===== src/rtl/kernel_loader.sv =====
// Kernel memory loader: reads DRAM words and unpacks them into rows of a selected kernel memory.
// One read is outstanding at a time, and each word supplies up to floor(DRAM_DATA_BITS/KER_WIDTH) rows.
module kernel_loader #(
   parameter int unsigned KER_NUM        = 3,
   parameter int unsigned KER_WIDTH      = 75,
   parameter int unsigned KER_ADDR_BITS  = 11,
   parameter int unsigned DRAM_DATA_BITS = 512,
   parameter int unsigned DRAM_ADDR_BITS = 29
) (
   input  logic                      clk,
   input  logic                      rst_n,
   input  logic                      start,
   input  logic [1:0]                cfg_sel,
   input  logic [DRAM_ADDR_BITS-1:0] cfg_addr,
   input  logic [KER_ADDR_BITS:0]    cfg_rows,
   output logic                      busy,
   output logic                      done,
   output logic                      error,
   output logic                      dram_rd_req,
   output logic [DRAM_ADDR_BITS-1:0] dram_rd_addr,
   input  logic                      dram_rd_ack,
   input  logic                      dram_rd_valid,
   input  logic [DRAM_DATA_BITS-1:0] dram_rd_data,
   output logic [KER_NUM-1:0]        ker_wr_en,
   output logic [KER_ADDR_BITS-1:0]  ker_wr_addr,
   output logic [KER_WIDTH-1:0]      ker_wr_data
);

   localparam int unsigned ROWS_PER_WORD = DRAM_DATA_BITS / KER_WIDTH;
   localparam int unsigned USED_BITS     = ROWS_PER_WORD * KER_WIDTH;
   localparam int unsigned K_W           = (ROWS_PER_WORD > 1) ? $clog2(ROWS_PER_WORD) : 1;
   localparam int unsigned CNT_W         = KER_ADDR_BITS + 1;

   typedef enum logic [2:0] {IDLE, REQ, WAIT, UNPACK, FIN} state_t;

   state_t                    state_q, state_d;
   logic [1:0]                sel_q, sel_d;
   logic [DRAM_ADDR_BITS-1:0] addr_q, addr_d;
   logic [CNT_W-1:0]          rows_q, rows_d;
   logic [CNT_W-1:0]          cnt_q, cnt_d;
   logic [K_W-1:0]            k_q, k_d;
   logic [DRAM_DATA_BITS-1:0] word_q, word_d;
   logic                      err_q, err_d;
   logic                      busy_q, busy_d;
   logic                      done_q, done_d;
   logic                      req_q, req_d;
   logic [KER_NUM-1:0]        wr_en_q, wr_en_d;
   logic [KER_ADDR_BITS-1:0]  wr_addr_q, wr_addr_d;
   logic [KER_WIDTH-1:0]      wr_data_q, wr_data_d;
   logic [KER_WIDTH-1:0]      row_data;

   // Next state; outputs are derived from the next-state values so they line up with the state.
   always_comb begin
      state_d  = state_q;
      sel_d    = sel_q;
      addr_d   = addr_q;
      rows_d   = rows_q;
      cnt_d    = cnt_q;
      k_d      = k_q;
      word_d   = word_q;
      err_d    = err_q;
      row_data = '0;

      case (state_q)
         IDLE: begin
            if (start) begin
               sel_d   = cfg_sel;
               addr_d  = cfg_addr;
               rows_d  = cfg_rows;
               cnt_d   = '0;
               k_d     = '0;
               err_d   = !(32'(cfg_sel) < KER_NUM);
               state_d = REQ;
            end
         end
         REQ: begin
            // Empty or invalid loads pass through here without ever raising a request.
            if ((rows_q == '0) || !(32'(sel_q) < KER_NUM)) begin
               state_d = FIN;
            end else if (req_q && dram_rd_ack) begin
               state_d = WAIT;
            end
         end
         WAIT: begin
            if (dram_rd_valid) begin
               word_d  = dram_rd_data;
               k_d     = '0;
               state_d = UNPACK;
            end
         end
         UNPACK: begin
            cnt_d = cnt_q + CNT_W'(1);
            if (cnt_d == rows_q) begin
               state_d = FIN;
            end else if (k_q == K_W'(ROWS_PER_WORD - 1)) begin
               k_d     = '0;
               addr_d  = addr_q + DRAM_ADDR_BITS'(1);
               state_d = REQ;
            end else begin
               k_d = k_q + K_W'(1);
            end
         end
         FIN:     state_d = IDLE;
         default: state_d = IDLE;
      endcase

      for (int unsigned r = 0; r < ROWS_PER_WORD; r++) begin
         if (k_d == K_W'(r)) row_data = word_d[r*KER_WIDTH +: KER_WIDTH];
      end

      busy_d    = (state_d == REQ) || (state_d == WAIT) || (state_d == UNPACK);
      done_d    = (state_d == FIN);
      req_d     = (state_d == REQ) && (rows_d != '0) && (32'(sel_d) < KER_NUM);
      wr_en_d   = '0;
      wr_addr_d = wr_addr_q;
      wr_data_d = wr_data_q;
      if (state_d == UNPACK) begin
         wr_en_d   = KER_NUM'(1) << sel_d;
         wr_addr_d = cnt_d[KER_ADDR_BITS-1:0];
         wr_data_d = row_data;
      end
   end

   always_ff @(posedge clk or negedge rst_n) begin
      if (!rst_n) begin
         state_q   <= IDLE;
         sel_q     <= '0;
         addr_q    <= '0;
         rows_q    <= '0;
         cnt_q     <= '0;
         k_q       <= '0;
         word_q    <= '0;
         err_q     <= 1'b0;
         busy_q    <= 1'b0;
         done_q    <= 1'b0;
         req_q     <= 1'b0;
         wr_en_q   <= '0;
         wr_addr_q <= '0;
         wr_data_q <= '0;
      end else begin
         state_q   <= state_d;
         sel_q     <= sel_d;
         addr_q    <= addr_d;
         rows_q    <= rows_d;
         cnt_q     <= cnt_d;
         k_q       <= k_d;
         word_q    <= word_d;
         err_q     <= err_d;
         busy_q    <= busy_d;
         done_q    <= done_d;
         req_q     <= req_d;
         wr_en_q   <= wr_en_d;
         wr_addr_q <= wr_addr_d;
         wr_data_q <= wr_data_d;
      end
   end

   // Bits above the last whole row are captured but never unpacked.
   if (USED_BITS < DRAM_DATA_BITS) begin : g_unused
      logic unused_hi;
      assign unused_hi = ^word_q[DRAM_DATA_BITS-1:USED_BITS];
   end

   assign busy         = busy_q;
   assign done         = done_q;
   assign error        = err_q;
   assign dram_rd_req  = req_q;
   assign dram_rd_addr = addr_q;
   assign ker_wr_en    = wr_en_q;
   assign ker_wr_addr  = wr_addr_q;
   assign ker_wr_data  = wr_data_q;

endmodule


===== config.mk =====
export PLATFORM = sky130hd
export DESIGN_NAME = kernel_loader
export DESIGN_NICKNAME = d
export VERILOG_FILES = /design/src/rtl/kernel_loader.sv
export SDC_FILE = /design/constraint.sdc
export NUM_CORES = 1
export LEC_CHECK = 0
export CORE_AREA = 2 2 262 264
export CTS_BUF_LIST = sky130_fd_sc_hd__clkbuf_8 sky130_fd_sc_hd__clkbuf_16
export CTS_CLUSTER_SIZE = 25
export DETAILED_ROUTE_END_ITERATION = 7
export DIE_AREA = 0 0 264 266
export GPL_TIMING_DRIVEN = 0
export PLACE_DENSITY = 0.73
export SLEW_MARGIN = 25
export SYNTH_ARGS = -nofsm -noshare
export SYNTH_HDL_FRONTEND = slang
export SYNTH_SLANG_ARGS = --single-unit
export TNS_END_PERCENT = 20

===== constraint.sdc =====
create_clock -name clk -period 3.4 [get_ports clk]
set_input_delay 0.34 -clock clk [delete_from_list [all_inputs] [get_ports clk]]
set_output_delay 0.34 -clock clk [all_outputs]
set_load 0.01 [all_outputs]

After elaboration in Yosys (flattened, before gate mapping):

Index checks and enable logic that the tools add are counted.

* output and inout bits: 122
* register bits: 604

* add/sub/neg operators: 3
* magnitude comparators: 3
* shift-type cells: 1
* equal/unequal tests: 17
* reductions and logical operators: 16
* multiplexer cells: 31

Operators with widths (number)
* $mux W450: 2
* $mux W75: 6
* $mux W29: 3
* $pmux W29 S2: 1
* $mux W12: 3
* $mux W3: 11
* $add A29 B1 Y29 const B: 1
* $pmux W12 S2: 1
* $eq A3 B2 Y1 const B: 6
* $add A12 B1 Y12 const B: 1
* $eq A12 B12 Y1: 1
* $eq A3 B3 Y1 const B: 4
* $logic_not A12 Y1: 1
* $pmux W3 S4: 1
* $reduce_bool A12 Y1: 1
* $eq A3 B1 Y1 const B: 3
* $pmux W3 S3: 1
* $logic_not A3 Y1: 2
* $lt A2 B2 Y1 const B: 3
* $ne A2 B2 Y1 const B: 3
* $mux W2: 2
* $reduce_and A2 Y1: 2
* $reduce_and A4 Y1: 1
* $add A3 B1 Y3 const B: 1
* 5 further kinds: 10

Depth between registers and ports, before layout:

* depth after elaboration: 11
* mapped depth: 16
* depth with buffers taken out: 11

Worst setup path after synthesis:

No wires, ideal clock.

* kind: reg-to-reg
* from: reg cnt_q[0]
* to: reg wr_data_q[42] (netlist: ker_wr_data[42])
* buffers on the path: 5
* slack: 0.225 ns
* clock period less this slack: 3.175 ns
* data arrival time: 3.093 ns
* cell stages (with the launch flop): 16
* library setup time: 0.082 ns
* required time: 3.318 ns
* cell sequence: dfrtp_1 > ha_1 > buf_2 > a21oi_1 > o31ai_2 > a2111oi_2 > a41oi_2 > nand4bb_1 > buf_2 > mux2_4 > buf_6 > buf_4 > buf_4 > mux2i_1 > o21a_1 > a31oi_1

* cells in the longest elaborated chain, start to end: 11
* elaborated cells on any way between the ends: 19

Ends and longest elaborated chain
* from (decl): line 40 `logic [CNT_W-1:0] cnt_q, cnt_d;`
* from (signal assigned): line 145 `cnt_q <= cnt_d;`
* $add A12 B1 Y12 (*): line 92 `cnt_d = cnt_q + CNT_W'(1);`
* $eq A12 B12 Y1 (*): line 93 `if (cnt_d == rows_q) begin`
* $mux W3: line 93
* $pmux W3 S3: line 64 `case (state_q)`
* $logic_not A3 Y1: line 108 `if (k_d == K_W'(r)) row_data = word_d[r*KER_WIDTH +: KER_WIDTH];`
* $mux W75 (6 in a row): line 108
* to (signal assigned): line 154 `wr_data_q <= wr_data_d;`
* to (decl): line 49 `logic [KER_WIDTH-1:0] wr_data_q, wr_data_d;`

Mark *: on every way between the ends. The rest lies on a longest branch, timed or not.
A chain may end at the register's enable or synchronous reset.

Worst setup path after layout:

* from: reg cnt_q[0]
* to: reg wr_data_q[39] (netlist: ker_wr_data[39])

Same word-level chain as after synthesis.

==> results.yml <==
layout:
  final_net_count: 4594
  layout-drive-gt1-share_pct: 9.556
  area_growth_pct: 40.68
  num-fill-cells: 6014
detailed_routing:
  routed_wl_um: 113900
  first_iter_violations: 2719
  first_pass_iters: 6
  route.vias.total: 26970
  viasPerCell: 5.424
  remaining_drc_errors: 0
  ant_nets: 0
  post_drt_wl_per_cell_um: 22.91
setup_path:
  crit_slowest_cell: "dfrtp_2"
  crit_arrival_ps: 3940
  crit_path_end_kind: "flip-flop"
  cpPeakStageDelay_ps: 470
  crit_fanout: 10
  crit_type: "flip-flop to flip-flop"
  startpoint_type: "flip-flop"
  crit_required_ps: 3880
  crit_chain: "ha_4, buf_8, a21oi_4, o31ai_4, a2111oi_4, a41oi_2, nand4bb_1, buf_6, mux2_4, buf_2, mux2i_1, o21a_1, a31oi_1"
outcome:
  violations: "negative setup slack"
  outcome: "finished with violations"
synthesis:
  synth-edff-count: 0
  avgSynthCellArea_um2: 8.501
  ys_warn_count: 0
  async_flop_share_pct: 100.0
  ys_ff_latch: 604
  yosysSeqAreaShare_pct: 54.09
  yosysTopAreaCell: "dfrtp_1"
  synth_common_cells: "nand2_1, dfrtp_1, clkbuf_1"
  synth.most_common_cell: "nand2_1"
  synth_area_leaders: "dfrtp_1, nand2_1, mux2i_1"
  syn_inst: 3287
  synth_nets: 3849
  yosysTopAreaCellShare_pct: 54.09
  syn_area_um2: 27940
  ys_types: 73
  synthFlopType: "dfrtp_1"
global_routing:
  grt_max_degree: 91
  grtUsageMet2_pct: 52.29
  grt_use_total_pct: 31.89
  antenna_found_initial: 18
  grt_pass1_wl_um: 167900
  grt_pass1_vias: 26870
  top_usage_layer: "met2"
  use_met3_pct: 6.248
  grt_overflow: 0
  use_met1_pct: 41.81
sta:
  fin_ws_ps: -63.94
  hold_viol_final: 0
  finalSetupViolCount: 54
  worst_pin_slew_ps: 787.2
  finalMaxSlewViolations: 0
  min_period_ps: 3464
  slew_headroom_pct: 47.52
  clock_skew_ps: 21.65
  hold_ws_ps: 271.0
  max_freq_mhz: 288.7
  rsz0062_at_grt: "yes"
  fin_crit_sh_pct: 101.9
floorplan:
  die_area_um2: 70220
  start_util_pct: 41.25
  ios: 682
  coreArea_um2: 67750
  die_h_um: 266
  fp-row-count: 96
  die_w_um: 264
cts:
  numCtsBuffers: 67
  clkLatencyLatePin_ps: 610
  clk_path_buf_depth: 3
  cts_max_level: 3
  clockRootBuffer: "clkbuf_16"
  cts_tree: "built"
  cts_num_sinks: 604
  path_clk_slew_ps: 60
pwr:
  p_per_area_nw_per_um2: 1108
  vdd_drop_max_v: 0.0005284
  p_leak_nw: 18.80
  finalPower_mw: 43.55
hold_path:
  worst_hold_path_type: "input pin to asynchronous set/reset pin"
placement:
  port_buffers: 619
  dp.final_hpwl_um: 83810
  gp_congestion: 0.9870
job:
  timing.max_cap.violations: 0
cells in the final DEF, fill, tap and decap left out, drive strengths merged, types with 30 or more instances in the layout:
| master | instances |
|---|---|
| or3 | 75 |
| a21oi | 130 |
| clkbuf | 217 |
| o21a | 76 |
| nor2 | 108 |
| clkdlybuf4s50 | 618 |
| a31oi | 82 |
| o21bai | 74 |
| buf | 148 |
| o31ai | 78 |
| nand2 | 1539 |
| dfrtp | 604 |
| inv | 30 |
| o21ai | 46 |
| mux2i | 82 |
cell families after synthesis:
family,count (synthesis),synth area share [%]
AO/OA/AOI/OAI,536,12.65
XOR/XNOR,13,0.4075
adder cells (fa/ha/maj),2,0.08954
buffers and inverters,243,3.931
flip-flops,604,54.09
multiplexers,84,3.031
AND/OR/NAND/NOR,1805,25.80
metal layers:
layer	share of wire, %	wire length, um	up-vias
li1	-	-	12350
met5	0.14	163	-
met4	4.0	4567	26
met2	47	53680	1170
met1	41	47140	13170
met3	7.3	8342	253
registers in the layout (all words and copies together), names as in the netlist:
| name | count |
|---|---|
| word_q | 450 |
| ker_wr_data | 75 |
| dram_rd_addr | 29 |
| cnt_q | 12 |
| rows_q | 12 |
| ker_wr_addr | 11 |
| k_q | 3 |
| ker_wr_en | 3 |
| state_q | 3 |
| sel_q | 2 |
| busy | 1 |
| done | 1 |
| dram_rd_req | 1 |
| error | 1 |
repair_timing:
action	in CTS	in global routing
hold buffers	1	0
endpoints found under the hold margin	59	0
cloned	1	3
pin swaps	17	11
buffers inserted	32	12
endpoints found under the setup margin	285	104
resized for setup	171	148
cell type report:
type	instances	area [um^2]	area share (%)
sequential	604	15120	38.46
multi-input combinational	2440	12250	31.15
timing repair buffer	679	6978	17.75
clock buffer	82	1883	4.790
buffer	224	1460	3.714
tap	882	1104	2.807
clock inverter	36	420.4	1.069
inverter	16	77.57	0.1973
antenna	9	22.52	0.05729
stage by stage:
stage / setup slack, ps / util [%] / setup TNS, ps / cells / instance area, um^2
global route: -170.3 / 58.02 / -8039 / 4969 / 39300
CTS: -17.41 / 57.19 / -177.9 / 4949 / 38740
floorplan: 225.1 / - / 0 / 3287 / 27940
global placement: -25650 / 52.02 / - / 4788 / 35240
finish: -63.94 / 58.03 / -1430 / 4972 / 39310
detailed placement: -1405 / 52.43 / -244590 / 4799 / 35520
critical path: cells and delay by family, from the launching register on:
kind                       cells  cell delay (ps)
muxes                          2              680
DFF                            1              470
AOI/OAI and AO/OA              6              970
adders and majority gates      1              200
buffers and inverters          3              720
and+or+nand+nor                1              280
final timing paths:
| path | startpoint | endpoint | slack, ps | cells past startpoint |
|---|---|---|---|---|
| max in group asynchronous | rst_n | word_q[53]$_DFF_PN0_ | 1470 | 5 |
| hold reg to reg | word_q[5]$_DFF_PN0_ | word_q[5]$_DFF_PN0_ | 470 | 2 |
| hold / removal | rst_n | word_q[232]$_DFF_PN0_ | 270 | 2 |
| setup reg to reg | cnt_q[0]$_DFF_PN0_ | ker_wr_data[39]$_DFFE_PN0P_ | -60 | 13 |
| min in group clk | dram_rd_data[198] | word_q[198]$_DFF_PN0_ | 280 | 3 |
| setup / recovery | cnt_q[0]$_DFF_PN0_ | ker_wr_data[39]$_DFFE_PN0P_ | -60 | 13 |
power by group:
part | internal (mW) | switching, mW | total, mW
logic | 9.47 | 14.2 | 23.7
clock network | 4.56 | 3.14 | 7.69
registers | 10.6 | 1.52 | 12.1
total | 24.7 | 18.9 | 43.5
Note: power is estimated with default switching activity, not from simulation.
